## src/rtl/sfx_channel.sv

```systemverilog
// rtl/sfx_channel.sv - one-shot/looping sound-effect playback channel for the audio mixer
// Optional feature: define SFX_VOLUME_EN to add a 2-bit volume input that
// right-shifts each fetched sample by (3 - volume).
module sfx_channel #(
  parameter int WIDTH      = 8,
  parameter int ADDR_WIDTH = 12,
  parameter int CLK_DIV    = 2273
) (
  input  logic                  clk,
  input  logic                  rst,
  input  logic                  trigger,
  input  logic                  loop,
  input  logic [ADDR_WIDTH-1:0] start_addr,
  input  logic [ADDR_WIDTH-1:0] length,
  output logic [ADDR_WIDTH-1:0] rom_addr,
  input  logic [WIDTH-1:0]      rom_data,
  output logic [WIDTH-1:0]      sample,
  output logic                  busy
`ifdef SFX_VOLUME_EN
  ,
  input  logic [1:0]            volume
`endif
);

  localparam int DIV_W = (CLK_DIV > 1) ? $clog2(CLK_DIV) : 1;

  typedef enum logic [1:0] {IDLE, PLAY, DRAIN} state_t;

  state_t                state, state_nx;
  logic [DIV_W-1:0]      div, div_nx;
  logic                  trig_q;
  logic [ADDR_WIDTH-1:0] base, base_nx;
  logic [ADDR_WIDTH-1:0] len, len_nx;
  logic [ADDR_WIDTH-1:0] cnt, cnt_nx;
  logic [ADDR_WIDTH-1:0] rom_addr_nx;
  logic [WIDTH-1:0]      sample_nx;
  logic                  busy_nx;

  logic                  tick;
  logic                  start;
  logic [ADDR_WIDTH:0]   cnt_inc;
  logic                  last_smp;
  logic                  rearm;
  logic [WIDTH-1:0]      scaled;

  assign tick     = (div == DIV_W'(CLK_DIV - 1));
  assign start    = trigger & ~trig_q & (length != '0);
  // One extra bit so a full 2^ADDR_WIDTH-1 length cannot wrap the compare
  assign cnt_inc  = {1'b0, cnt} + {{ADDR_WIDTH{1'b0}}, 1'b1};
  assign last_smp = (cnt_inc >= {1'b0, len});
  assign rearm    = loop & trigger;

`ifdef SFX_VOLUME_EN
  assign scaled = rom_data >> (2'd3 - volume);
`else
  assign scaled = rom_data;
`endif

  // State and datapath registers; reset silences the channel immediately
  always_ff @(posedge clk or posedge rst) begin
    if (rst) begin
      state    <= IDLE;
      div      <= '0;
      trig_q   <= 1'b0;
      base     <= '0;
      len      <= '0;
      cnt      <= '0;
      rom_addr <= '0;
      sample   <= '0;
      busy     <= 1'b0;
    end else begin
      state    <= state_nx;
      div      <= div_nx;
      trig_q   <= trigger;
      base     <= base_nx;
      len      <= len_nx;
      cnt      <= cnt_nx;
      rom_addr <= rom_addr_nx;
      sample   <= sample_nx;
      busy     <= busy_nx;
    end
  end

  // Next state: a start always wins, otherwise advance only on sample ticks
  always_comb begin
    state_nx = state;
    if (start) begin
      state_nx = PLAY;
    end else if (tick) begin
      case (state)
        PLAY:    if (last_smp && !rearm) state_nx = DRAIN;
        DRAIN:   state_nx = IDLE;
        default: state_nx = state;
      endcase
    end
  end

  // Datapath next values: divider, address walk, sample load and drain
  always_comb begin
    div_nx      = tick ? '0 : div + DIV_W'(1);
    base_nx     = base;
    len_nx      = len;
    cnt_nx      = cnt;
    rom_addr_nx = rom_addr;
    sample_nx   = sample;
    busy_nx     = busy;
    if (start) begin
      div_nx      = '0;
      base_nx     = start_addr;
      len_nx      = length;
      rom_addr_nx = start_addr;
      cnt_nx      = '0;
      busy_nx     = 1'b1;
    end else if (tick) begin
      case (state)
        PLAY: begin
          sample_nx = scaled;
          cnt_nx    = cnt_inc[ADDR_WIDTH-1:0];
          if (!last_smp) begin
            rom_addr_nx = rom_addr + ADDR_WIDTH'(1);
          end else if (rearm) begin
            rom_addr_nx = base;
            cnt_nx      = '0;
          end
        end
        DRAIN: begin
          sample_nx = '0;
          busy_nx   = 1'b0;
        end
        default: begin
          sample_nx = sample;
        end
      endcase
    end
  end

endmodule

```

## config.mk

```make
export PLATFORM = sky130hd
export DESIGN_NAME = sfx_channel
export DESIGN_NICKNAME = d
export VERILOG_FILES = /design/src/rtl/sfx_channel.sv
export SDC_FILE = /design/constraint.sdc
export NUM_CORES = 1
export LEC_CHECK = 0
export CORE_ASPECT_RATIO = 0.9
export CORE_UTILIZATION = 50
export CTS_CLUSTER_DIAMETER = 30
export DETAILED_ROUTE_END_ITERATION = 8
export HOLD_SLACK_MARGIN = 0.1
export PLACE_DENSITY = 0.74
export SYNTH_ARGS = -nofsm -noshare
export SYNTH_HDL_FRONTEND = slang
export SYNTH_SLANG_ARGS = --single-unit
export TNS_END_PERCENT = 10
```

## constraint.sdc

```tcl
create_clock -name clk -period 6.5 [get_ports clk]
set_input_delay 1.95 -clock clk [delete_from_list [all_inputs] [get_ports clk]]
set_output_delay 1.95 -clock clk [all_outputs]
set_load 0.01 [all_outputs]
```

## Yosys cells after proc, flatten, opt, wreduce, memory -nomap -nowiden

Cells that the tools add are included.

| word-level totals | value |
|---|---|
| bits in registers | 72 |
| input bits | 36 |
| output and inout port bits | 21 |
| logic and storage cells | 56 |

| cells by class | value |
|---|---|
| $add $sub $neg | 3 |
| $lt $le $gt $ge | 1 |
| eq/ne operators | 5 |
| mux-type cells | 20 |
| bitwise operators | 5 |
| reductions and logical operators | 13 |

Operator list:

| kind | count |
|---|---|
| 2-to-1 mux 12 bit | 12 |
| adder 12 x 1 -> 12 bit, second input constant | 2 |
| case mux 8 bit (2 select lines) | 1 |
| adder 12 x 1 -> 13 bit, second input constant | 1 |
| greater-or-equal comparator 13 x 12 -> 1 bit | 1 |
| equality test 12 bit, second input constant | 1 |
| nonzero test 12 bit | 1 |
| AND reduction 3 bit | 3 |
| nonzero test 2 bit | 4 |
| 2-to-1 mux 2 bit | 3 |
| case mux 2 bit (2 select lines) | 1 |
| AND reduction 2 bit | 2 |
| AND 1 bit | 3 |
| 2-to-1 mux 1 bit | 3 |
| inequality test 3 x 2 -> 1 bit, second input constant | 1 |
| inequality test 3 bit, second input constant | 1 |
| nonzero test 3 bit | 1 |
| equality test 2 x 1 -> 1 bit, second input constant | 1 |
| equality test 2 bit, second input constant | 1 |
| NOT 1 bit | 2 |
| logical AND 1 bit | 1 |
| zero test 1 bit | 1 |

## Longest topological paths before layout

| logic depth | value |
|---|---|
| depth after elaboration | 7 |
| depth in mapped cells | 13 |
| depth with buffers taken out | 11 |

## Worst setup path after synthesis

No wires, ideal clock.

| path | value |
|---|---|
| path type | in2reg |
| from | input port length[9] |
| to | register sample[1] |
| arrival | 3300 ps |
| path slack | 3073 ps |
| stages | 7 |
| cell sequence | nor4_2 > a311oi_2 > or3_1 > clkbuf_1 > buf_2 > nand2_1 > o21ai_1 |

| on the way | value |
|---|---|
| cells in the longest elaborated chain, start to end | 4 |

Ends and longest elaborated chain:

| item | RTL line | RTL |
|---|---|---|
| from (decl) | 14 | `input logic [ADDR_WIDTH-1:0] length,` |
| nonzero test 12 bit | 47 | `assign start = trigger & ~trig_q & (length != '0);` |
| AND 1 bit | 47 |  |
| NOT 1 bit (no line) | -- |  |
| AND reduction 3 bit (no line) | -- |  |
| to (signal assigned) | 79 | `sample <= sample_nx;` |
| to (decl) | 17 | `output logic [WIDTH-1:0] sample,` |

Every way passes these cells.
A chain may end at the register's enable or synchronous reset.

## Worst setup path after layout

| path | value |
|---|---|
| from | input port length[8] |
| to | register rom_addr[3] |

| on the way | value |
|---|---|
| cells in the longest elaborated chain, start to end | 4 |
| elaborated cells between the ends (all ways) | 7 |

Ends and longest elaborated chain:

| item | RTL line | RTL |
|---|---|---|
| nonzero test 12 bit * | 47 |  |
| AND 1 bit * | 47 |  |
| inequality test 3 x 2 -> 1 bit (no line) or nonzero test 2 bit (tied branches) | -- |  |
| AND reduction 3 bit (no line) | -- |  |
| to (signal assigned) | 78 | `rom_addr <= rom_addr_nx;` |
| to (decl) | 15 | `output logic [ADDR_WIDTH-1:0] rom_addr,` |

Mark *: on every way between the ends. The rest lies on a longest branch, timed or not.

==> results by group <==
CTS
  • H-tree levels: 3
  • Hold_buf cts: 0
  • Clk_lat worst skew: 360 ps
  • CTS tree: done
  • CTS Buf Count: 9
  • CTS Buffer Depth: 2
  • Post-CTS Setup Inserts: 0
  • Total clock sinks: 72
  • Clock transition at path regs: 80 ps
  • CTS root buf: clkbuf_8
  • CTS resizes: 0

Power and ir drop
  • Sw frac: 30.30%
  • Total chip power: 0.001043 W
  • Max IR drop VDD: 143.7 uV
  • Combinational share of power: 17.0%
  • PD cells: 213.7 nW/um^2
  • Reg power frac: 50.5%
  • Int Power: 0.0007272 W
  • P_leak: 2.220 nW
  • Clock Power Share: 32.5%
  • P_sw: 0.0003161 W

Drt
  • # DRC: 0
  • Wire length per cell: 15.48 um
  • First-pass DRT Iterations: 5
  • Total number of vias: 3496
  • Antenna Nets Post-Route: 0
  • Post-Route WL: 9506 um
  • Initial DRC Count: 206
  • Vias per inst: 5.694

Placement
  • Post-Place Setup Slack: 2200 ps
  • Final GP Congestion: 0.8098
  • Placed cell areas: 4695 um^2
  • Buffers on Ports: 56
  • DP HPWL: 6507 um

STA
  • Setup Skew: 14.69 ps
  • Slew Limit Fails: 0
  • Setup TNS: 0 ps
  • Period minus WS final: 3918 ps
  • Achievable Freq: 0.2552 GHz
  • Final setup fails: 0
  • Post-route setup slack: 2582 ps
  • Worst slew pin tran: 977.8 ps
  • RSZ-0062 raised after global routing: no
  • Tcrit/Tclk final: 60.28%
  • Relative slew slack: 34.81%
  • Final hold vios: 0

Global routing
  • Initial antenna violation count: 0
  • Global-route wire length before repair: 16060 um
  • Vias in the first global route: 3341
  • Largest net degree at the start of global routing: 38
  • Total GRT Usage: 23.82%
  • Gr ovfl total: 0

Yosys
  • YS warnings: 0
  • Synthesized area: 4068 um^2
  • Yosys cell types: 43
  • Syn avg cell area: 8.729 um^2
  • Post-Syn Nets: 521
  • Mapped Cells: 466
  • Seq/Total Area, Yosys: 44.29%
  • #FFs+latches synth: 72

Floorplanning
  • Chip Width: 97.08 um
  • Die Area: 8500 um^2
  • I/O pin count: 57
  • Placeable Area: 7695 um^2
  • Starting Density: 52.86%
  • Die height: 87.57 um
  • # rows: 30

Worst setup path
  • Worst setup startpoint: length[8]
  • R2r startpoint: cnt[2]
  • FF-to-FF setup slack: 3280 ps
  • CP Capture Point: rom_addr[3]
  • CP max FO: 37
  • Worst path top cell family by delay: compound AO/OA/AOI/OAI gates
  • Required @ worst endpoint: 6710 ps
  • CP Depth: 6
  • Crit path arrival time: 4130 ps
  • Worst Reg-to-Reg Cells: 12
  • Worst path bufs/invs: 2
  • Setup CP Type: in -> reg
  • Critical path's largest stage delay: 720 ps
  • Cell Chain, Critical Path: clkdlybuf4s50_1, nor4_2, a311oi_4, buf_4, o31a_1, o221ai_1
  • Worst Setup Start Kind: input pin
  • Worst path slowest cell: a311oi_4
  • Worst R2R End: state[1]
  • Crit end category: register

Min path
  • Hold depth: 2
  • Hold Crit Start: base[9]
  • Hold crit path type: reg -> reg

Finish
  • Leading cell type in the layout, fill and taps excluded: nand2_1
  • # diodes: 0
  • Nets: 568
  • Area Overhead vs Synth: 20.02%
  • Commonest non-fill, non-tap cells in the layout: nand2_1, dfrtp_1, clkdlybuf4s50_1
  • Layout cell share with drive strength beyond 1: 6.178%
  • Final instance area: 4882 um^2

Job
  • Max Cap Violations: 0

Status
  • Outcome: finished, final reports clean
==> kinds of logic (layout without fill, tap and decap cells) <==
group | count (synthesis) | count (layout) | share of synthesized area [%]
AND/OR/NAND/NOR | 203 | 203 | 24.27
AO/OA/AOI/OAI | 91 | 91 | 13.41
flip-flops | 72 | 72 | 44.29
buffers and inverters | 48 | 100 | 4.644
XOR/XNOR | 23 | 23 | 4.952
adder cells (fa/ha/maj) | 19 | 19 | 5.844
multiplexers | 10 | 10 | 2.584
==> how the worst min path moves through the flow <==
stage | endpoint | slack [ps]
after floorplan | base[8] | 440
after global placement | base[8] | 450
after detailed placement | base[8] | 460
after CTS | base[9] | 480
after global routing | base[10] | 500
final | base[9] | 480
==> metal layers <==
| layer | wire length [um] | global-route usage, % | vias to the layer above |
|---|---|---|---|
| met4 | 97 | 5.699 | 0 |
| met5 | 0 | 0 | - |
| met3 | 433 | 5.666 | 10 |
| met2 | 4317 | 37.90 | 90 |
| li1 | - | - | 1712 |
| met1 | 4658 | 33.33 | 1684 |
==> final cells by class <==
type / count / area [um^2]
multi-input cells: 346 / 2088
clock buffers: 10 / 137.6
fillers: 662 / 2813
well taps: 96 / 120.1
repair buffers: 61 / 598.1
flip-flops and latches: 72 / 1802
inverters: 23 / 86.33
clock inverters: 6 / 50.05
==> worst register-to-register path, delay by kind of cell (launching register included) <==
| family | cells | cell delay (ps) |
|---|---|---|
| AO/OA/AOI/OAI | 2 | 300 |
| flip-flops | 1 | 480 |
| buffers and inverters | 1 | 250 |
| AND/OR/NAND/NOR | 7 | 1660 |
| XOR/XNOR | 1 | 160 |
| adder cells (fa/ha/maj) | 1 | 300 |
==> cell usage after synthesis, drive strengths merged <==
library cell   n  area (um^2)
nand4          7        43.79
or3            2        12.51
dfrtp         72         1802
nand3         30        150.1
and2           2        12.51
buf            7        35.03
nor3b          3        22.52
inv           23        86.33
mux2i          6        60.06
o211ai        11        82.58
a31oi          4        25.02
nor4b          1        15.01
nand2b         9        56.30
a21oi         26        130.1
nor4bb         1        10.01
xor2          10        87.58
nor2          27        101.4
mux2           4        45.04
and3          10        62.56
and4b          1        10.01
o31ai          2        15.01
o221ai         3        26.28
clkbuf        18        67.56
a311o          1        10.01
and4           4        37.54
nor3          12        60.06
or4            1        7.510
nand4b         1        8.760
o2111ai        1        8.760
o41ai          1        8.760
xnor2         13        113.9
a211oi         1        7.510
o31a           1        8.760
ha            19        237.7
a21o           4        30.03
nand2         87        326.6
nor4           5        50.05
a311oi         1        15.01
o21ai         34        170.2
o21bai         1        7.510
==> stage by stage <==
step / hold WS, ps / utilization, % / std cells
final: 477.5 / 63.45 / 614
after global routing: 503.2 / 63.45 / 614
after CTS: 481.7 / 63.45 / 614
after detailed placement: 461.9 / 61.01 / 598
after global placement: 450.3 / 61.01 / 598
after floorplan: 437.4 / - / 466
==> sequential cells by signal, indices dropped and copies added, names as in the netlist <==
register  flops
base         12
cnt          12
div          12
len          12
rom_addr     12
sample        8
state         2
busy          1
trig_q        1
==> power groups by stage <==
| stage | logic, W | registers, W | clock network (W) |
|---|---|---|---|
| 6_report | 0.000177 | 0.000527 | 0.000339 |
| 5_1_grt | 0.000201 | 0.000533 | 0.000363 |
| 4_1_cts | 0.000179 | 0.000526 | 0.000348 |
| 3_5_place_dp | 0.000178 | 0.000534 | 0 |
| 3_3_place_gp | 0.000173 | 0.000532 | 0 |
| 2_1_floorplan | 0.000103 | 0.000529 | 0 |
Power figures use the tool's default switching activity.
